File: src/rtl/ctrl_seq.sv
// Eight-phase controller/sequencer for the accumulator CPU, with sticky halt and a retired-instruction counter.
// Optional feature: define CTRL_RESUME_EN to let a resume pulse release the halted state.

package ctrl_seq_pkg;
    typedef enum logic [2:0] {
        HLT = 3'd0,
        SKZ = 3'd1,
        ADD = 3'd2,
        AND = 3'd3,
        XOR = 3'd4,
        LDA = 3'd5,
        STO = 3'd6,
        JMP = 3'd7
    } opcode_t;
endpackage

module ctrl_seq
    import ctrl_seq_pkg::*;
#(
    parameter int CNT_W = 16
) (
    input  logic             clk,
    input  logic             rst,
    input  opcode_t          opcode,
    input  logic             zero,
    input  logic             resume,
    output logic             sel,
    output logic             mem_rd,
    output logic             mem_wr,
    output logic             load_ir,
    output logic             load_ac,
    output logic             load_pc,
    output logic             inc_pc,
    output logic             data_e,
    output logic             halt,
    output logic [2:0]       phase,
    output logic [CNT_W-1:0] instr_cnt
);

    typedef enum logic [2:0] {
        INST_ADDR  = 3'd0,
        INST_FETCH = 3'd1,
        INST_LOAD  = 3'd2,
        IDLE       = 3'd3,
        OP_ADDR    = 3'd4,
        OP_FETCH   = 3'd5,
        ALU_OP     = 3'd6,
        STORE      = 3'd7
    } phase_t;

    phase_t            phase_q, phase_d;
    logic              halted_q, halted_d;
    logic [CNT_W-1:0]  cnt_q, cnt_d;
    logic              aluop;

`ifndef CTRL_RESUME_EN
    logic unused_resume;
    assign unused_resume = resume;
`endif

    // HLT retires on the same edge that freezes the sequencer at OP_ADDR.
    always_comb begin
        phase_d  = phase_q;
        halted_d = halted_q;
        cnt_d    = cnt_q;
        if (halted_q) begin
`ifdef CTRL_RESUME_EN
            if (resume) begin
                halted_d = 1'b0;
                phase_d  = INST_ADDR;
            end
`endif
        end else if (phase_q == OP_ADDR && opcode == HLT) begin
            halted_d = 1'b1;
            cnt_d    = cnt_q + CNT_W'(1);
        end else begin
            phase_d = phase_t'(3'(phase_q + 3'd1));
            if (phase_q == STORE) begin
                cnt_d = cnt_q + CNT_W'(1);
            end
        end
    end

    always_ff @(posedge clk or posedge rst) begin
        if (rst) begin
            phase_q  <= INST_ADDR;
            halted_q <= 1'b0;
            cnt_q    <= '0;
        end else begin
            phase_q  <= phase_d;
            halted_q <= halted_d;
            cnt_q    <= cnt_d;
        end
    end

    assign aluop = (opcode inside {ADD, AND, XOR, LDA});

    always_comb begin
        sel     = 1'b0;
        mem_rd  = 1'b0;
        mem_wr  = 1'b0;
        load_ir = 1'b0;
        load_ac = 1'b0;
        load_pc = 1'b0;
        inc_pc  = 1'b0;
        data_e  = 1'b0;
        halt    = 1'b0;
        if (halted_q) begin
            halt = 1'b1;
        end else begin
            case (phase_q)
                INST_ADDR: sel = 1'b1;
                INST_FETCH: begin
                    sel    = 1'b1;
                    mem_rd = 1'b1;
                end
                INST_LOAD, IDLE: begin
                    sel     = 1'b1;
                    mem_rd  = 1'b1;
                    load_ir = 1'b1;
                end
                OP_ADDR: begin
                    inc_pc = 1'b1;
                    halt   = (opcode == HLT);
                end
                OP_FETCH: mem_rd = aluop;
                ALU_OP: begin
                    mem_rd  = aluop;
                    load_ac = aluop;
                    load_pc = (opcode == JMP);
                    inc_pc  = (opcode == SKZ) && zero;
                end
                STORE: begin
                    mem_rd  = aluop;
                    load_ac = aluop;
                    load_pc = (opcode == JMP);
                    inc_pc  = (opcode == JMP);
                    mem_wr  = (opcode == STO);
                    data_e  = (opcode == STO);
                end
                default: ;
            endcase
        end
    end

    assign phase     = phase_q;
    assign instr_cnt = cnt_q;

endmodule

File: config.mk
export PLATFORM = sky130hd
export DESIGN_NAME = ctrl_seq
export DESIGN_NICKNAME = d
export VERILOG_FILES = /design/src/rtl/ctrl_seq.sv
export SDC_FILE = /design/constraint.sdc
export NUM_CORES = 1
export LEC_CHECK = 0
export CAP_MARGIN = 25
export CORE_UTILIZATION = 40
export CTS_BUF_LIST = sky130_fd_sc_hd__clkbuf_4
export DETAILED_ROUTE_END_ITERATION = 16
export GPL_TIMING_DRIVEN = 0
export MAX_ROUTING_LAYER = met4
export PLACE_DENSITY = 0.73
export SETUP_SLACK_MARGIN = 0.05
export SLEW_MARGIN = 10
export SYNTH_ARGS = -nofsm -noshare
export SYNTH_HDL_FRONTEND = slang
export SYNTH_SLANG_ARGS = --single-unit
File: constraint.sdc
create_clock -name clk -period 2.1 [get_ports clk]
set_clock_uncertainty 0.2 [all_clocks]
set_input_delay 0.42 -clock clk [delete_from_list [all_inputs] [get_ports clk]]
set_output_delay 0.42 -clock clk [all_outputs]
set_load 0.01 [all_outputs]
==> run_results.csv <==
group,metric,value,unit
logic_synthesis,synth-simple-area-share,0.244,
pwr,pwr-share-comb,0.598,
flow_run,max_cap_viol_count,0,
pwr,power_leakage,0.792,nW
logic_synthesis,yosysUniqueCellTypes,27,
pwr,power_frac_seq,0.309,
logic_synthesis,synth-edff-count,0,
sta,finalMaxSlewViolations,0,
global_routing,use_met2,0.337,
logic_synthesis,synthFlopType,"dfrtp_1",
outcome,violations,"setup timing",
global_routing,grtUsageMet1,0.231,
sta,setup_slack,-231,ps
detailed_routing,routedWlPerCell,14.9,um
place,finalWeightedCongestion,0.824,
finish,ff_latch_area,503,um2
global_routing,grt-busiest-layer,"met2",
finish,design_area,1770,um2
sta,rsz0062_at_grt,"yes",
finish,layout_commonest_cell,"clkdlybuf4s50_1",
worst_setup_path,crit_buf_inv,2,
clock_tree,cts_sinks,20,
floorplan,core-area,2730,um2
global_routing,grt_pass1_wl,4690,um
global_routing,antenna_found_initial,0,
finish,n_fill_cell,235,
clock_tree,htree_levels,1,
floorplan,ios,35,
floorplan,die_x,55.5,um
worst_setup_path,crit_path_cell_trace,"buf_6, ha_4, nor2_1, a21oi_1, nor3_2, nor3_1, buf_2",
sta,report.final.hold_viol_count,0,
finish,finalNetCount,178,
floorplan,start_util,0.418,
pwr,power.internal,0.00114,W
outcome,outcome,"complete, but fails checks",
global_routing,grt_util_met3,0.0281,
clock_tree,path_clk_slew,110,ps
clock_tree,clk_latency,300,ps
place,place_area,1510,um2
logic_synthesis,yosysTopAreaCellShare,0.438,
logic_synthesis,ys_warn_count,0,
pwr,p_sw_frac,0.416,
worst_setup_path,cp_data_required_time,1480,ps
detailed_routing,vias,1046,
clock_tree,cts_root_buffer,"clkbuf_4",
logic_synthesis,synth_xor_area_frac,0.130,
detailed_routing,ant_nets,0,
worst_setup_path,cp.depth,7,
logic_synthesis,synthAdderAreaFrac,0.0875,
min_path,worst_hold_path_type,"reg2reg",
detailed_routing,firstDrtPassIters,4,
worst_setup_path,start_kind,"register",
logic_synthesis,ys_seq_elements,20,
clock_tree,tritoncts,"built",
floorplan,die_area,3080,um2
logic_synthesis,synth_top_family_by_area,"simple AND/OR/NAND/NOR gates",
logic_synthesis,synth_area_leaders,"dfrtp_1, ha_1, xnor2_1",
logic_synthesis,synth_top_area_cell,"dfrtp_1",
worst_setup_path,critical_path_class,"reg2out",
pwr,powerDensity,1110,nW/um2
sta,timing.final.crit_share,1.11,
pwr,p_clk_frac,0.093,
logic_synthesis,synth_compound_area_frac,0.0514,
sta,whs,281,ps
sta,setup_violations,14,
clock_tree,cts-buffers-inserted,3,
sta,worst_pin_slew,741,ps
global_routing,gr-usage-all-layers,0.199,
worst_setup_path,cp-end-kind,"output port",
floorplan,die_y,55.5,um
global_routing,grt_overflow,0,
finish,drive_above_1_share,0.335,
global_routing,grt_pass1_vias,1002,
floorplan,row_count,19,
clock_tree,clockBufferDepth,2,
detailed_routing,drc_errors,0,
worst_setup_path,ff2ff_path_depth,7,
logic_synthesis,syn_nets,129,
detailed_routing,totalWireLength,2870,um
sta,fmax,429,MHz
sta,slew_headroom,0.506,
logic_synthesis,muxShareOfSynthArea,0.00985,
detailed_routing,drt-initial-drc-count,24,
place,dp_cells,178,
global_routing,grt_max_degree,21,
pwr,switchingPower,0.000816,W
finish,final_cell_mix,"clkdlybuf4s50_1, dfrtp_1, xnor2_1",
finish,fin_cells,192,
worst_setup_path,max_stage_delay,440,ps
finish,area_delta_synth_final,54.5,%
logic_synthesis,synthCells,114,
logic_synthesis,syn_avg_cell_area,10.0,um2
sta,period_minus_slack,2330,ps
finish,multiInputGateArea,766,um2
place,io_buffers,33,
worst_setup_path,cp_max_fo,4,
worst_setup_path,path_delay_family,"flip-flops",
detailed_routing,avgViaCountPerCell,5.45,
clock_tree,hold_buffers,0,
logic_synthesis,synthesis.area,1140,um2
logic_synthesis,synthArstFlopShare,1.00,
pwr,vdd_drop_max,0.915,mV
worst_setup_path,slowest_stage,"dfrtp_1",
logic_synthesis,ys_seq_area_frac,0.438,
finish,n_antenna_cell,0,
worst_setup_path,crit_arrival,1710,ps
place,dp_hpwl,1700,um
min_path,hold_depth,1,
## per-stage QoR
| step | worst slack, ps | util | total power (W) | TNS (ps) |
|---|---|---|---|---|
| floorplan | 58.1 | - | 0.00108 | 0 |
| global placement | -627 | 0.553 | 0.00142 | -7510 |
| detailed placement | -630 | 0.553 | 0.00144 | -7670 |
| CTS | -190 | 0.626 | 0.00186 | -925 |
| global route | -293 | 0.646 | 0.00208 | -3100 |
| finish | -231 | 0.646 | 0.00196 | -1250 |
## layer usage
metal / part of all wire / vias up
li1: - / 493
met1: 0.39 / 508
met2: 0.53 / 39
met3: 0.050 / 6
met4: 0.026 / 0
met5: 0 / -
## path summary, 6_finish.rpt
kind / startpoint / end / slack [ps]
max in group asynchronous: rst / instr_cnt[2] / 850
min in group asynchronous: rst / halted_q / 330
hold / removal: instr_cnt[15] / instr_cnt[15] / 280
setup / recovery: phase[1] / mem_rd / -230
setup reg to reg: phase[1] / instr_cnt[10] / -50
hold reg to reg: instr_cnt[15] / instr_cnt[15] / 280
## sequential cells by signal, indices dropped and copies added (netlist names)
register	cells
instr_cnt	16
phase	3
halted_q	1
## cell usage after synthesis (2+ instances only)
cell / count
a21oi_1: 5
and3_1: 2
and4_1: 2
nor4_1: 3
dfrtp_1: 20
nor2_1: 8
nor3_1: 9
nand2_1: 9
xnor2_1: 10
ha_1: 8
inv_1: 6
nand4_1: 7
xor2_1: 7
nand3_1: 5
## timing repair
action / in CTS / in global routing
setup endpoints to repair: 21 / 27
cloned: 0 / 0
resized for setup: 71 / 10
buffers inserted: 9 / 2
pin swaps: 19 / 8
hold endpoints to repair: 0 / 0
## cells by family (layout without fill, tap and decap cells)
| group | count (synthesis) | after routing |
|---|---|---|
| and+or+nand+nor | 50 | 50 |
| adders and majority gates | 8 | 8 |
| muxes | 1 | 1 |
| buffers and inverters | 9 | 56 |
| DFF | 20 | 20 |
| xor gates and xnor gates | 17 | 17 |
| AOI/OAI and AO/OA | 9 | 9 |
## layout make-up
type                       count  area share
buffer                         3      0.0135
clock buffer                   3      0.0127
inverter                       6      0.0127
multi-input combinational     85       0.433
sequential                    20       0.285
tap                           31      0.0220
timing repair buffer          44       0.221
## worst register-to-register path: stages, from the launching register on
cell and delay [ps]:
dfrtp_1 440, inv_2 130, ha_4 160, buf_6 100, nand4bb_4 120, o31ai_2 530, nand4_1 210, xnor2_1 160
## power groups by stage
stage	clock (W)	combinational [W]	sequential, W
4_1_cts	0.000182	0.00108	0.000598
3_3_place_gp	0	0.000811	0.000608
5_1_grt	0.000196	0.00126	0.000623
6_report	0.000182	0.00117	0.000607
3_5_place_dp	0	0.000830	0.000613
2_1_floorplan	0	0.000448	0.000629
No activity file was read; power rests on OpenSTA's default activity.
